## src/rtl/load_store_unit_pkg.sv

```systemverilog
// rtl/load_store_unit_pkg.sv - access-size encodings, LSU state codes and byte-enable helper
package load_store_unit_pkg;

    // Shared with the decoder's mem_mode field.
    localparam logic [1:0] MEM_WORD = 2'b00;
    localparam logic [1:0] MEM_HALF = 2'b01;
    localparam logic [1:0] MEM_BYTE = 2'b10;
    localparam logic [1:0] MEM_ILL  = 2'b11;

    typedef enum logic [1:0] {
        LSU_IDLE = 2'd0,
        LSU_REQ  = 2'd1,
        LSU_DONE = 2'd2
    } lsu_state_t;

    function automatic logic [3:0] byte_enables(input logic [1:0] mode, input logic [1:0] off);
        logic [3:0] be;
        case (mode)
            MEM_WORD: be = 4'b1111;
            MEM_HALF: be = off[1] ? 4'b1100 : 4'b0011;
            MEM_BYTE: be = 4'b0001 << off;
            default:  be = 4'b0000;
        endcase
        return be;
    endfunction

endpackage

```

## src/rtl/load_store_unit_mem_load_align.sv

```systemverilog
// rtl/load_store_unit_mem_load_align.sv - load lane select and sign/zero extension
module load_store_unit_mem_load_align
    import load_store_unit_pkg::*;
(
    input  logic [31:0] bus_rdata,
    input  logic [1:0]  off,
    input  logic [1:0]  mode,
    input  logic        sign,
    output logic [31:0] data
);

    logic [15:0] half_v;
    logic [7:0]  byte_v;

    always_comb begin
        half_v = off[1] ? bus_rdata[31:16] : bus_rdata[15:0];
        byte_v = bus_rdata[{off, 3'b000} +: 8];
        case (mode)
            MEM_HALF: data = {{16{sign & half_v[15]}}, half_v};
            MEM_BYTE: data = {{24{sign & byte_v[7]}}, byte_v};
            default:  data = bus_rdata;
        endcase
    end

endmodule

```

## src/rtl/load_store_unit.sv

```systemverilog
// rtl/load_store_unit.sv - single-access req/ack load/store unit with timeout and core stall
module load_store_unit
    import load_store_unit_pkg::*;
#(
    parameter int TIMEOUT = 255
) (
    input  logic        clk,
    input  logic        rst,
    input  logic        mem_read,
    input  logic        mem_write,
    input  logic [1:0]  mem_mode,
    input  logic        mem_sign_ext,
    input  logic [31:0] addr,
    input  logic [31:0] wdata,
    output logic [31:0] rdata,
    output logic        stall,
    output logic        misaligned,
    output logic        bus_err,
    output logic        bus_req,
    output logic        bus_we,
    output logic [31:0] bus_addr,
    output logic [3:0]  bus_be,
    output logic [31:0] bus_wdata,
    input  logic        bus_ack,
    input  logic [31:0] bus_rdata
);

    localparam logic [7:0] TIMEOUT_CNT = 8'(TIMEOUT);

    lsu_state_t  state;
    logic [7:0]  timeout_count;
    logic [1:0]  mode_q;
    logic [1:0]  off_q;
    logic        sign_q;
    logic        acc;
    logic        bad;
    logic        go;
    logic [31:0] wdata_next;
    logic [31:0] load_data;

    always_comb begin
        acc = mem_read ^ mem_write;
        bad = (mem_read & mem_write) | (mem_mode == MEM_ILL)
            | ((mem_mode == MEM_WORD) & (addr[1:0] != 2'b00))
            | ((mem_mode == MEM_HALF) & addr[0]);
        go = (state == LSU_IDLE) & acc & ~bad;
        misaligned = (state == LSU_IDLE) & (mem_read | mem_write) & bad;
        // Gate with rst so an in-flight access releases the core in the reset cycle itself.
        stall = ~rst & (go | (state == LSU_REQ));
        case (mem_mode)
            MEM_HALF: wdata_next = {2{wdata[15:0]}};
            MEM_BYTE: wdata_next = {4{wdata[7:0]}};
            default:  wdata_next = wdata;
        endcase
    end

    load_store_unit_mem_load_align u_align (
        .bus_rdata (bus_rdata),
        .off       (off_q),
        .mode      (mode_q),
        .sign      (sign_q),
        .data      (load_data)
    );

    always_ff @(posedge clk or posedge rst) begin
        if (rst) begin
            state         <= LSU_IDLE;
            rdata         <= 32'd0;
            bus_req       <= 1'b0;
            bus_we        <= 1'b0;
            bus_addr      <= 32'd0;
            bus_be        <= 4'd0;
            bus_wdata     <= 32'd0;
            bus_err       <= 1'b0;
            timeout_count <= 8'd0;
            mode_q        <= MEM_WORD;
            off_q         <= 2'b00;
            sign_q        <= 1'b0;
        end else begin
            case (state)
                LSU_IDLE: begin
                    if (go) begin
                        bus_addr      <= {addr[31:2], 2'b00};
                        bus_be        <= byte_enables(mem_mode, addr[1:0]);
                        bus_wdata     <= wdata_next;
                        bus_we        <= mem_write;
                        mode_q        <= mem_mode;
                        off_q         <= addr[1:0];
                        sign_q        <= mem_sign_ext;
                        timeout_count <= 8'd0;
                        bus_req       <= 1'b1;
                        state         <= LSU_REQ;
                    end
                end
                LSU_REQ: begin
                    timeout_count <= timeout_count + 8'd1;
                    if (bus_ack) begin
                        if (!bus_we) begin
                            rdata <= load_data;
                        end
                        bus_req <= 1'b0;
                        state   <= LSU_DONE;
                    end else if (timeout_count + 8'd1 == TIMEOUT_CNT) begin
                        rdata   <= 32'd0;
                        bus_err <= 1'b1;
                        bus_req <= 1'b0;
                        state   <= LSU_DONE;
                    end
                end
                LSU_DONE: begin
                    bus_err <= 1'b0;
                    state   <= LSU_IDLE;
                end
                default: state <= LSU_IDLE;
            endcase
        end
    end

endmodule

```

## config.mk

```make
export PLATFORM = sky130hd
export DESIGN_NAME = load_store_unit
export DESIGN_NICKNAME = d
export VERILOG_FILES = /design/src/rtl/load_store_unit_pkg.sv /design/src/rtl/load_store_unit_mem_load_align.sv /design/src/rtl/load_store_unit.sv
export SDC_FILE = /design/constraint.sdc
export NUM_CORES = 1
export LEC_CHECK = 0
export BUFFER_PORTS_ARGS = -buffer_cell sky130_fd_sc_hd__buf_2
export CORE_ASPECT_RATIO = 0.9
export CORE_MARGIN = 5
export CORE_UTILIZATION = 38
export CTS_CLUSTER_DIAMETER = 60
export DETAILED_ROUTE_END_ITERATION = 6
export PLACE_DENSITY = 0.72
export SYNTH_ARGS = -nofsm -noshare
export SYNTH_HDL_FRONTEND = slang
export SYNTH_SLANG_ARGS = --single-unit
```

## constraint.sdc

```tcl
create_clock -name clk -period 12.8 [get_ports clk]
set_input_delay 3.84 -clock clk [delete_from_list [all_inputs] [get_ports clk]]
set_output_delay 3.84 -clock clk [all_outputs]
set_load 0.03 [all_outputs]
```

======== After elaboration in Yosys (flattened, before gate mapping) ========
Index checks and enable logic that the tools add are counted.
word-level totals
  flip-flop bits (word level) ............. 116
  bits in latches ......................... 0
  bits in writable memories ............... 0
  ROM bits ................................ 0
  input bits .............................. 104
  output and inout port bits .............. 105
  logic and storage cells ................. 79
  memories kept ........................... 0
operators by class
  add/subtract/negate cells ............... 1
  multipliers ............................. 0
  divide/modulo/power cells ............... 0
  $lt $le $gt $ge ......................... 0
  equality and inequality tests ........... 13
  shift operators ......................... 2
  mux-type cells .......................... 21
  bitwise logic cells ..................... 18
  reduce and logical (&&, ||, !) cells .... 12
operators by type and width
  cell                 number
  $pmux 32 s2          2
  $mux 32              3
  $shiftx 32x6->8      1
  $mux 16              1
  $pmux 8 s2           1
  $pmux 4 s3           1
  $and 1x1->1          10
  $reduce_and 3->1     3
  $add 8x1->8 const B  1
  $eq 2x2->1 const B   4
  $eq 8x8->1 const B   1
  $mux 8               1
  $reduce_bool 2->1    4
  $eq 2x1->1 const B   3
  $mux 2               3
  $ne 2x2->1 const B   3
  $reduce_and 2->1     3
  $mux 1               5
  $or 1x1->1           5
  $logic_not 2->1      2
  $mux 4               1
  $pmux 1 s2           2
  $pmux 2 s2           1
  $shl 1x2->4 const A  1
  4 further kinds      5

======== Logic depth before layout (Yosys ltp) ========
Gate-level depths: netlist (run 1).
  word-level depth ........................ 8
  gate-level depth with buffers ........... 9
  mapped depth without buffers ............ 7

======== Cells and area by module ========
A second synthesis (run 1) with hierarchy kept.
unflattened totals
  cells, all modules ...................... 577
  area, all modules ....................... 5656.7 um2
by module, submodules not included
  module                          times used  cells an instance  area each (um2)  seq. area each (um2)
  load_store_unit                 1           469                4989.8           2902.8
  load_store_unit_mem_load_align  1           108                666.9            0.0

======== Worst setup path before layout (run 1) ========
Ideal clock, no wire load.
  path kind ............................... in2out
  start point ............................. input port mem_mode[0]
  end point ............................... output port stall
  arrival time ............................ 5.300 ns
  data required time ...................... 8.960 ns
  path slack .............................. 3.660 ns
  stages .................................. 7
  path buffers ............................ 1
  cell sequence ........................... inv_1 ha_1 a21oi_1 o2111ai_1 buf_2 and2_1 nor2_1
on the way
  cells in the longest elaborated chain, start to end .. 8
  elaborated cells between the ends (all ways) .. 12
  classes of those cells .................. eq/ne: 2; bitwise: 9; reduce/logical: 1
RTL lines
  item                                                  RTL line                                      text
  start, declared                                       load_store_unit.sv:11                         input logic [1:0] mem_mode,
  $eq 2x2->1 / $logic_not 2->1 (equally long branches)  load_store_unit.sv:43, load_store_unit.sv:44
  $or 1x1->1 / $and 1x1->1 (equally long branches)      load_store_unit.sv:43, load_store_unit.sv:44
  $or 1x1->1                                            load_store_unit.sv:44                         | ((mem_mode == MEM_WORD) & (addr[1:0] != 2'b00))
  $or 1x1->1 *                                          load_store_unit.sv:45                         | ((mem_mode == MEM_HALF) & addr[0]);
  $not 1->1 *                                           load_store_unit.sv:46                         go = (state == LSU_IDLE) & acc & ~bad;
  $and 1x1->1 *                                         load_store_unit.sv:46
  $or 1x1->1 *                                          load_store_unit.sv:49                         stall = ~rst & (go | (state == LSU_REQ));
  $and 1x1->1 *                                         load_store_unit.sv:49
  end, declared                                         load_store_unit.sv:16                         output logic stall,
Mark *: on every way between the ends. The rest lies on a longest branch, timed or not.

======== Worst setup path after layout (run 1) ========
  start point ............................. input port mem_mode[1]
  end point ............................... output port stall
The elaborated chain is that of the path after synthesis.

==> results by group, run 1 <==
Status
  • Status: completed

Global route
  • Grt ovf: 0
  • Met1 Track Usage GR: 24.1%
  • Initial antenna violation count: 1
  • Largest net degree at the start of global routing: 77
  • First-pass GRT wire length: 25600 um
  • GR Util All Layers: 18.8%
  • GRT busiest layer: met2
  • Vias in the first global route: 5078
  • Met3 Usage GRT: 8.36%
  • Met2 GRT Util: 28.4%

STA
  • Fmax: 109 MHz
  • RSZ-0062 raised after global routing: no
  • Worst-Margin Slew: 0.907 ns
  • Slew Viols, Final: 0
  • Crit share post-route: 72.0%
  • Setup violators final: 0
  • Final hold vios: 0
  • Clock skew: 0.00770 ns
  • Setup tns final: 0 ns
  • Slew headroom: 39.5%
  • Post-route minimum period: 9.21 ns

Synthesis
  • Seq cells post-synth: 116
  • Area leader, netlist: dfrtp_1
  • Top area cells in the synthesized netlist: dfrtp_1 52%, mux2_2 8.1%, o21ai_0 5.3%, a221o_1 4.3%, nand2_1 3.4%
  • Distinct cells, synth: 51
  • Post-synth EDFFs: 0
  • Syn_area_per_cell: 10.8 sq um
  • Top-area cell type share of the netlist area: 52.1%
  • Ys async rst share: 100%
  • Synth top cells by count: 116 x dfrtp_1, 59 x o21ai_0, 51 x nand2_1
  • Sequential share of the synthesized area: 52.1%
  • Mapped Cells: 516
  • Mapped cell area: 5570 sq um
  • Most numerous cell in the Yosys netlist: dfrtp_1
  • Synth warn: 0
  • Synth Flop Type: dfrtp_1

Placement
  • Port buffer count: 206
  • DP Area: 6720 sq um
  • GP Congestion: 0.810
  • # placed instances: 891
  • Final HPWL DP: 11600 um

Floorplanning
  • Starting Density: 38.2%
  • Die X: 138 um
  • Die area: 17200 sq um
  • IO Pins: 209
  • Num rows: 42
  • Core Area: 14600 sq um
  • Die Span Y: 125 um

CTS
  • Cts hold-fix bufs: 0
  • Post-CTS resize count: 0
  • CTS Sinks: 116
  • TritonCTS Buffers: 17
  • H-tree depth: 4
  • CTS tree: yes
  • Clk buf depth: 2
  • Clock insertion delay at the later pin of the skew report: 0.41 ns
  • CTS Root Cell: clkbuf_16
  • Clock edge transition at the registers on the reported setup and hold paths: 0.05 ns
  • # Post-CTS Setup Buffers: 0

Critical path
  • Reg2reg start: mode_q[0]
  • Worst reg2reg endpoint: rdata[14]
  • Crit end category: primary output
  • Worst-path maximum fanout: 12
  • CP arrival: 5.37 ns
  • Required time of the critical path: 8.96 ns
  • R2r setup slk: 9.97 ns
  • Crit path kind: input port to primary output
  • Crit path from: mem_mode[1]
  • Nature of the critical path startpoint: input port
  • Reg2Reg Depth: 7
  • CP Capture Point: stall

Routing
  • Vias/cell: 5.25
  • Wirelength per Cell: 17.4 um
  • DR vias: 4839
  • Post-route DRC: 0
  • ANT nets after route: 0
  • Pre-Repair DR Iteration Count: 5
  • WL final: 16100 um
  • Starting DRT DRC Count: 294

Finish
  • Area grow syn2layout: 31.2%
  • Share of cells above drive strength 1: 40.1%
  • Final #Nets: 826
  • Final instance area: 7300 sq um
  • Fillers: 1360
  • Post-Layout Cell Count: 922

Pwr
  • Pleak: 3.60 nW
  • Worst VDD drop: 131 uV
  • P per Cell Area: 254 nW/um^2

Job
  • MaxCap Viol Count: 0

Min path
  • Worst min path class: flop to flop
==> power breakdown <==
group	switching, mW	total [mW]	internal, mW
logic	0.525	0.790	0.265
clock network	0.164	0.473	0.308
registers	0.0840	0.596	0.512
==> logic make-up after synthesis <==
logic type,Yosys count,share of synthesized area [%]
AO/OA/AOI/OAI,164,20.6
flip-flops,116,52.1
AND/OR/NAND/NOR,100,8.77
buffers and inverters,74,5.98
multiplexers,48,9.55
adder cells (fa/ha/maj),10,2.25
XOR/XNOR,3,0.607
other,1,0.0674
==> critical path: stages <==
cell and delay, ns:
buf_2 0.12, inv_1 0.10, ha_1 0.44, nor2_1 0.17
o2111ai_4 0.22, and2_1 0.25, nor2_1 0.05, buf_2 0.17
==> through the flow <==
step,util (%),worst slack [ns],power [mW],hold WS (ns)
after global placement,46.2,3.63,1.38,0.457
after detailed placement,46.2,3.58,1.39,0.464
after floorplan,-,3.66,1.15,0.446
after CTS,50.2,3.60,1.87,0.478
final,50.2,3.59,1.86,0.476
after global routing,50.2,3.43,1.97,0.499
==> state kept, by name, summed over array words and instances, names as in the netlist <==
| register | flops |
|---|---|
| bus_err | 1 |
| off_q | 2 |
| rdata | 32 |
| bus_req | 1 |
| state | 2 |
| bus_be | 4 |
| bus_addr | 30 |
| bus_we | 1 |
| sign_q | 1 |
| bus_wdata | 32 |
| mode_q | 2 |
| timeout_count | 8 |
==> how the worst min path moves through the flow <==
stage / from / to / cells past startpoint / slack [ns]
2_1_floorplan: timeout_count[7] / timeout_count[7] / 1 / 0.45
3_3_place_gp: bus_be[3] / bus_be[3] / 2 / 0.46
3_5_place_dp: bus_be[3] / bus_be[3] / 2 / 0.46
4_1_cts: bus_wdata[30] / bus_wdata[30] / 2 / 0.48
5_1_grt: bus_be[2] / bus_be[2] / 2 / 0.50
6_report: bus_wdata[30] / bus_wdata[30] / 2 / 0.48
==> placed cells by master (no fill, tap or decap), types with 2 or more instances in the layout <==
master,instances
buf_4,5
mux2_2,40
clkbuf_16,17
clkinv_2,2
buf_2,206
ha_1,10
o21ai_0,59
a32o_1,7
nand2_1,51
o211ai_1,2
conb_1,2
nand2b_1,8
bufinv_16,3
a221o_1,24
a22oi_1,16
a21oi_1,9
nor3_2,2
inv_1,38
clkbuf_1,3
o22ai_1,22
dfrtp_1,116
nor2_1,11
nor3b_1,8
a22o_1,8
clkinvlp_4,3
nor2b_1,2
nand3_1,7
and2_1,3
o31ai_1,6
mux2i_1,7
==> routing by layer <==
layer  part of all wire [%]  wire length (um)
met1                     42              6760
met2                     44              7080
met3                     13              2020
met4                    1.3               209
met5                  0.081                13
==> final cells by class <==
class / instances / area (sq um) / area share (%)
Clock inverter: 9 / 131 / 1.80
Sequential cell: 116 / 2900 / 39.7
Antenna cell: 1 / 2.50 / 0.0343
Multi-Input combinational cell: 327 / 2350 / 32.2
Tap cell: 198 / 248 / 3.39
Inverter: 39 / 149 / 2.04
Clock buffer: 21 / 450 / 6.17
Timing Repair Buffer: 211 / 1070 / 14.6
Note: power is estimated with default switching activity, not from simulation.
==> inputs of run 2 (changes only) <==
--- a/config.mk
+++ b/config.mk
@@ -11,7 +11,7 @@
 export CORE_UTILIZATION = 38
 export CTS_CLUSTER_DIAMETER = 60
 export DETAILED_ROUTE_END_ITERATION = 6
-export PLACE_DENSITY = 0.72
+export PLACE_DENSITY = 0.75
 export SYNTH_ARGS = -nofsm -noshare
 export SYNTH_HDL_FRONTEND = slang
 export SYNTH_SLANG_ARGS = --single-unit
==> constraint.sdc (replaced) <==
create_clock -name clk -period 7.5 [get_ports clk]
set_input_delay 2.25 -clock clk [delete_from_list [all_inputs] [get_ports clk]]
set_output_delay 2.25 -clock clk [all_outputs]
set_load 0.03 [all_outputs]
==> run 2 against run 1 <==
Sequential power rose by 73%. Clock power up 76%. Die area unchanged.
==> results by group, run 2 (synthesis results as in run 1) <==
CTS
  • Clk buf depth: 2 (unchanged)
  • H-tree depth: 4 (unchanged)
  • CTS tree: yes
  • Clock edge transition at the registers on the reported setup and hold paths: 0.05 ns (about the same)
  • CTS Sinks: 116 (unchanged)
  • Cts hold-fix bufs: 0 (unchanged)
  • Clock insertion delay at the later pin of the skew report: 0.40 ns (about the same)
  • TritonCTS Buffers: 17 (unchanged)
  • # Post-CTS Setup Buffers: 0 (unchanged)
  • CTS Root Cell: clkbuf_16
  • Post-CTS resize count: 0 (unchanged)

Placement
  • DP Area: 6710 sq um (-0.11%)
  • Final HPWL DP: 11100 um (-4.6%)
  • GP Congestion: 0.832 (+2.6%)
  • Port buffer count: 206 (unchanged)

Min path
  • Worst min path class: flop to flop

Critical path
  • Nature of the critical path startpoint: input port
  • Crit path kind: input port to primary output
  • Crit end category: primary output
  • CP arrival: 3.71 ns (-1.66 ns)
  • Required time of the critical path: 5.25 ns (-3.71 ns)
  • Worst-path maximum fanout: 12 (unchanged)

Floorplanning
  • Die Span Y: 125 um (unchanged)
  • Starting Density: 38.2% (unchanged)
  • Num rows: 42 (unchanged)
  • IO Pins: 209 (unchanged)
  • Core Area: 14600 sq um (unchanged)
  • Die area: 17200 sq um (unchanged)
  • Die X: 138 um (unchanged)

Pwr
  • P per Cell Area: 435 nW/um^2 (+71%)
  • Worst VDD drop: 227 uV (+73%)
  • Pleak: 3.62 nW (+0.53%)

Finish
  • Largest registers: bus_wdata x32, rdata x32, bus_addr x30
  • Share of cells above drive strength 1: 40.3% (+0.22 points)
  • Commonest cells after routing, fill and taps aside: 206 x buf_2, 116 x dfrtp_1, 59 x o21ai_0
  • Final instance area: 7330 sq um (+0.29%)
  • Commonest non-fill, non-tap cell in the layout: buf_2
  • ANT cells: 0 (-1)
  • Final #Nets: 825 (-0.12%)
  • Fillers: 1345 (-1.1%)
  • Area grow syn2layout: 31.6%

STA
  • Slew Viols, Final: 0 (unchanged)
  • Setup tns final: 0 ns (unchanged)
  • Final hold slack: 0.470 ns (-0.00563 ns)
  • Clock skew: 0.0102 ns (+0.00250 ns)
  • Fmax: 168 MHz
  • Slew headroom: 30.4% (-9.1 points)
  • Crit share post-route: 79.5%
  • Final hold vios: 0 (unchanged)
  • Worst-Margin Slew: 1.04 ns (+0.137 ns)
  • Setup violators final: 0 (unchanged)
  • RSZ-0062 raised after global routing: no
  • Post-route minimum period: 5.96 ns

Global route
  • Initial antenna violation count: 0 (-1)
  • Met1 Track Usage GR: 23.8% (-0.37 points)
  • Vias in the first global route: 4736 (-6.7%)
  • GR Util All Layers: 17.9% (-0.88 points)
  • First-pass GRT wire length: 24400 um (-4.9%)
  • GRT busiest layer: met2
  • Met2 GRT Util: 26.8% (-1.6 points)
  • Grt ovf: 0 (unchanged)
  • Met3 Usage GRT: 7.43% (-0.93 points)
  • Largest net degree at the start of global routing: 83 (+7.8%)

Job
  • MaxCap Viol Count: 0 (unchanged)

Routing
  • ANT nets after route: 0 (unchanged)
  • DR vias: 4754 (-1.8%)
  • WL final: 15200 um (-5.5%)
  • Wirelength per Cell: 16.5 um (-5.5%)
  • Post-route DRC: 0 (unchanged)
  • Pre-Repair DR Iteration Count: 5 (unchanged)
  • Starting DRT DRC Count: 258 (-12%)
  • Vias/cell: 5.16 (-1.8%)

Status
  • Status: completed
run 2: cell count changes in the layout (fill, tap and decap cells not counted), sizes merged:
cell	before	now
clkinv	3	4
clkbuf	21	23
clkinvlp	3	2
diode	1	0
buf	211	210
run 2: path summary, 6_finish.rpt:
| kind | start | end | slack (ns) | cells past startpoint |
|---|---|---|---|---|
| min in group asynchronous | rst | bus_be[2] | 1.99 | 2 |
| max in group asynchronous | rst | rdata[17] | 4.27 | 3 |
| max | mem_mode[1] | stall | 1.54 | 8 |
| min | bus_wdata[15] | bus_wdata[15] | 0.47 | 2 |
| max reg2reg | mode_q[0] | rdata[10] | 4.65 | 7 |
| min reg2reg | bus_wdata[15] | bus_wdata[15] | 0.47 | 2 |
run 2: stage by stage:
stage                     utilization [%]  power, mW  instances  setup WS, ns
after CTS                            50.3       3.22        922          1.54
after detailed placement             46.1       2.37        890          1.54
after global placement               46.1       2.35        890          1.58
final                                50.3       3.19        922          1.54
after global routing                 50.3       3.37        922          1.36
after floorplan                         -       1.97        517          1.54
run 2: worst max-delay path, cell delays in order:
cell	delay [ns]
buf_2	0.12
inv_1	0.09
ha_1	0.42
nor2_1	0.15
o2111ai_4	0.21
and2_1	0.24
nor2_1	0.05
buf_2	0.17
run 2: layout make-up:
cell class                      instances  area [sq um]  area share [%]
Clock buffer                           23           488            6.66
Timing Repair Buffer                  210          1060            14.5
Tap cell                              198           248            3.38
Inverter                               39           149            2.03
Clock inverter                          9           125            1.71
Multi-Input combinational cell        327          2350            32.1
Sequential cell                       116          2900            39.6
run 2: routing by layer:
layer  wire length, um  up-vias
met3              1390       19
met5                 0        -
met2              7010      205
met1              6550     2272
li1                  -     2258
met4               246        0
run 2: power by group:
part	internal (mW)	switching, mW
logic	0.451	0.871
registers	0.873	0.160
clock network	0.555	0.278
total	1.88	1.31
==> inputs of run 3 (changes only) <==
--- a/config.mk
+++ b/config.mk
@@ -5,13 +5,14 @@
 export SDC_FILE = /design/constraint.sdc
 export NUM_CORES = 1
 export LEC_CHECK = 0
+export ABC_AREA = 1
 export BUFFER_PORTS_ARGS = -buffer_cell sky130_fd_sc_hd__buf_2
 export CORE_ASPECT_RATIO = 0.9
 export CORE_MARGIN = 5
 export CORE_UTILIZATION = 38
 export CTS_CLUSTER_DIAMETER = 60
 export DETAILED_ROUTE_END_ITERATION = 6
-export PLACE_DENSITY = 0.75
+export PLACE_DENSITY = 0.72
 export SYNTH_ARGS = -nofsm -noshare
 export SYNTH_HDL_FRONTEND = slang
 export SYNTH_SLANG_ARGS = --single-unit
==> constraint.sdc (replaced) <==
create_clock -name clk -period 5.6 [get_ports clk]
set_input_delay 1.68 -clock clk [delete_from_list [all_inputs] [get_ports clk]]
set_output_delay 1.68 -clock clk [all_outputs]
set_load 0.03 [all_outputs]
==> run 3 against run 2 <==
Sequential power increased by 34%. Critical path depth grew 3. Highest routed layer is now met5. Via count grew 24%. Count of clock-buffer cells in the layout decreased by 2. Non-clock buffer count rose by 2. Flip-flop and latch count stayed put. Critical path type unchanged. Clock power grew 36%.
==> results by group, run 3 <==
Global route
  • Grt ovf: 0 (unchanged)
  • First-pass GRT wire length: 28700 um (+18%)
  • Largest net degree at the start of global routing: 83 (unchanged)
  • GR Util All Layers: 19.7% (+1.8 points)
  • Vias in the first global route: 5751 (+21%)
  • Initial antenna violation count: 1 (+1)

Synthesis
  • Synth Flop Type: dfrtp_1
  • Mapped cell area: 5960 sq um (+7.1%)
  • Distinct cells, synth: 30 (-41%)
  • Main combinational cell family by area after synthesis: simple AND/OR/NAND/NOR gates
  • Post-Synth Simple-Gate Area: 28.9% (+20 points)
  • Post-synth EDFFs: 0 (unchanged)
  • Seq cells post-synth: 116 (unchanged)
  • Ys async rst share: 100% (unchanged)
  • Area leader, netlist: dfrtp_1
  • Post-Synth XOR/XNOR Area: 0.147% (-0.46 points)
  • Top area cells in the synthesized netlist: dfrtp_1 49%, nand2_1 19%, o21ai_0 5.7%, inv_1 4.4%, nor2_1 4.3%
  • Syn_area_per_cell: 7.48 sq um (-31%)
  • Most numerous cell in the Yosys netlist: nand2_1
  • Sequential share of the synthesized area: 48.7% (-3.4 points)
  • Synth warn: 0 (unchanged)
  • Mapped Cells: 797 (+54%)
  • Post-synthesis mux area share: 0% (-9.6 points)
  • Synth top cells by count: 294 x nand2_1, 116 x dfrtp_1, 70 x inv_1
  • Synth Area in Adders: 2.10% (-0.15 points)
  • Synth Area in Compound Gates: 11.4% (-9.3 points)
  • Top-area cell type share of the netlist area: 48.7% (-3.4 points)

CTS
  • Clk buf depth: 2 (unchanged)
  • Cts hold-fix bufs: 0 (unchanged)
  • # Post-CTS Setup Buffers: 0 (unchanged)
  • H-tree depth: 4 (unchanged)
  • Clock insertion delay at the later pin of the skew report: 0.41 ns (about the same)
  • Clock edge transition at the registers on the reported setup and hold paths: 0.05 ns (about the same)
  • CTS tree: yes
  • Post-CTS resize count: 0 (unchanged)
  • TritonCTS Buffers: 17 (unchanged)
  • CTS Root Cell: clkbuf_16
  • CTS Sinks: 116 (unchanged)

STA
  • Slew headroom: 45.6% (+15 points)
  • Final hold vios: 0 (unchanged)
  • Worst-Margin Slew: 0.816 ns (-0.227 ns)
  • Crit share post-route: 86.8%
  • Post-route minimum period: 4.86 ns
  • Clock skew: 0.00700 ns (-0.00320 ns)
  • Fmax: 206 MHz
  • Setup tns final: 0 ns (unchanged)
  • Setup violators final: 0 (unchanged)
  • Slew Viols, Final: 0 (unchanged)
  • RSZ-0062 raised after global routing: no

Placement
  • DP Area: 7060 sq um (+5.2%)
  • Port buffer count: 206 (unchanged)
  • GP Congestion: 0.887 (+6.7%)
  • Final HPWL DP: 13000 um (+17%)

Floorplanning
  • IO Pins: 209 (unchanged)
  • Starting Density: 38.7% (+0.49 points)
  • Die area: 18300 sq um (+6.5%)
  • Num rows: 43 (+2.4%)
  • Die X: 142 um (+3.2%)
  • Die Span Y: 129 um (+3.2%)
  • Core Area: 15400 sq um (+5.7%)

Routing
  • Starting DRT DRC Count: 346 (+34%)
  • Pre-Repair DR Iteration Count: 5 (unchanged)
  • WL final: 17900 um (+18%)
  • Vias/cell: 4.90 (-5.0%)
  • ANT nets after route: 0 (unchanged)
  • Post-route DRC: 0 (unchanged)
  • Wirelength per Cell: 14.9 um (-9.4%)
  • DR vias: 5880 (+24%)

Finish
  • Final instance area: 7680 sq um (+4.8%)
  • Fillers: 1569 (+17%)
  • Largest registers: bus_wdata x32, rdata x32, bus_addr x30
  • Area grow syn2layout: 28.9%
  • Final #Nets: 1099 (+33%)
  • ANT cells: 0 (unchanged)
  • Share of cells above drive strength 1: 26.4% (-14 points)
  • Commonest cells after routing, fill and taps aside: 293 x nand2_1, 206 x buf_2, 116 x dfrtp_1
  • Commonest non-fill, non-tap cell in the layout: nand2_1

Pwr
  • P per Cell Area: 567 nW/um^2 (+30%)
  • Pleak: 4.32 nW (+19%)
  • Total chip power: 4.36 mW (+37%)
  • Worst VDD drop: 322 uV (+42%)

Critical path
  • Worst-path maximum fanout: 9 (-3)
  • CP Cell Sequence: buf_2, inv_1, ha_1, inv_2, o21ai_1, nor2_1, nand2_2, inv_2, nor2_1, nor2_1, buf_2
  • CP arrival: 3.18 ns (-0.53 ns)
  • Nature of the critical path startpoint: input port
  • Crit path kind: input port to primary output
  • Max stage delay cell, worst path: ha_1
  • Required time of the critical path: 3.92 ns (-1.33 ns)
  • Cell mode on critical path: nor2_1
  • Crit path largest cell delay: 0.36 ns (-0.06 ns)
  • Crit end category: primary output

Status
  • Status: completed

Job
  • MaxCap Viol Count: 0 (unchanged)

Min path
  • Worst min path class: flop to flop
==> run 3: changes by cell type in the layout (fill, tap and decap cells not counted), sizes merged, moves of 13 or more <==
cell	before	now
nand2	52	299
nor2	11	74
nand3	7	49
mux2	41	0
inv	39	77
a221o	24	0
o22ai	22	4
a31oi	1	18
o21ai	59	72
==> run 3: worst paths after layout <==
check | cells past startpoint | endpoint | from | slack [ns]
max | 11 | stall | mem_mode[1] | 0.74
min | 2 | bus_addr[15] | bus_addr[15] | 0.47
max reg2reg | 9 | rdata[30] | timeout_count[0] | 3.23
min reg2reg | 2 | bus_addr[15] | bus_addr[15] | 0.47
max in group asynchronous | 3 | rdata[17] | rst | 3.27
min in group asynchronous | 2 | bus_wdata[15] | rst | 1.40
==> run 3: cell type report <==
class	instances	area, sq um	area share, %
flip-flops and latches	116	2900	37.8
clock inverters	11	149	1.94
clock buffers	21	470	6.13
multi-input cells	563	2540	33.1
well taps	202	253	3.29
repair buffers	212	1080	14.0
inverters	75	284	3.70
==> run 3: per-layer routing <==
layer | up-vias | GRT usage [%] | routed length, um | part of all wire, %
met5 | - | 0 | 13 | 0.073
met4 | 2 | 4.91 | 160 | 0.89
met3 | 12 | 7.51 | 1990 | 11
met2 | 267 | 31.8 | 8340 | 47
met1 | 2714 | 25.2 | 7420 | 41
li1 | 2885 | - | - | -
==> run 3: metrics by stage <==
step	util, %	hold WS, ns	instances	setup WS [ns]
finish	49.9	0.474	1200	0.738
global route	49.9	0.494	1200	0.529
CTS	49.9	0.479	1200	0.714
detailed placement	45.9	0.462	1168	0.715
global placement	45.9	0.457	1168	0.828
floorplan	-	0.474	798	0.848
==> run 3: logic make-up (layout without fill, tap and decap cells) <==
| logic type | Yosys count | count (layout) |
|---|---|---|
| XOR/XNOR | 1 | 1 |
| other | 1 | 2 |
| flip-flops | 116 | 116 |
| adder cells (fa/ha/maj) | 10 | 10 |
| AND/OR/NAND/NOR | 426 | 426 |
| buffers and inverters | 119 | 319 |
| AO/OA/AOI/OAI | 124 | 124 |
==> run 3: report_power, final <==
group	internal, mW	total [mW]	switching, mW
registers	1.16	1.38	0.221
logic	0.527	1.85	1.32
clock network	0.737	1.13	0.392
==> run 3: worst max-delay path, delay by kind of cell <==
family | cells | cell delay (ns)
buf+inv | 5 | 0.53
simple gates | 4 | 0.48
compound gates | 1 | 0.12
fa+ha+maj | 1 | 0.36
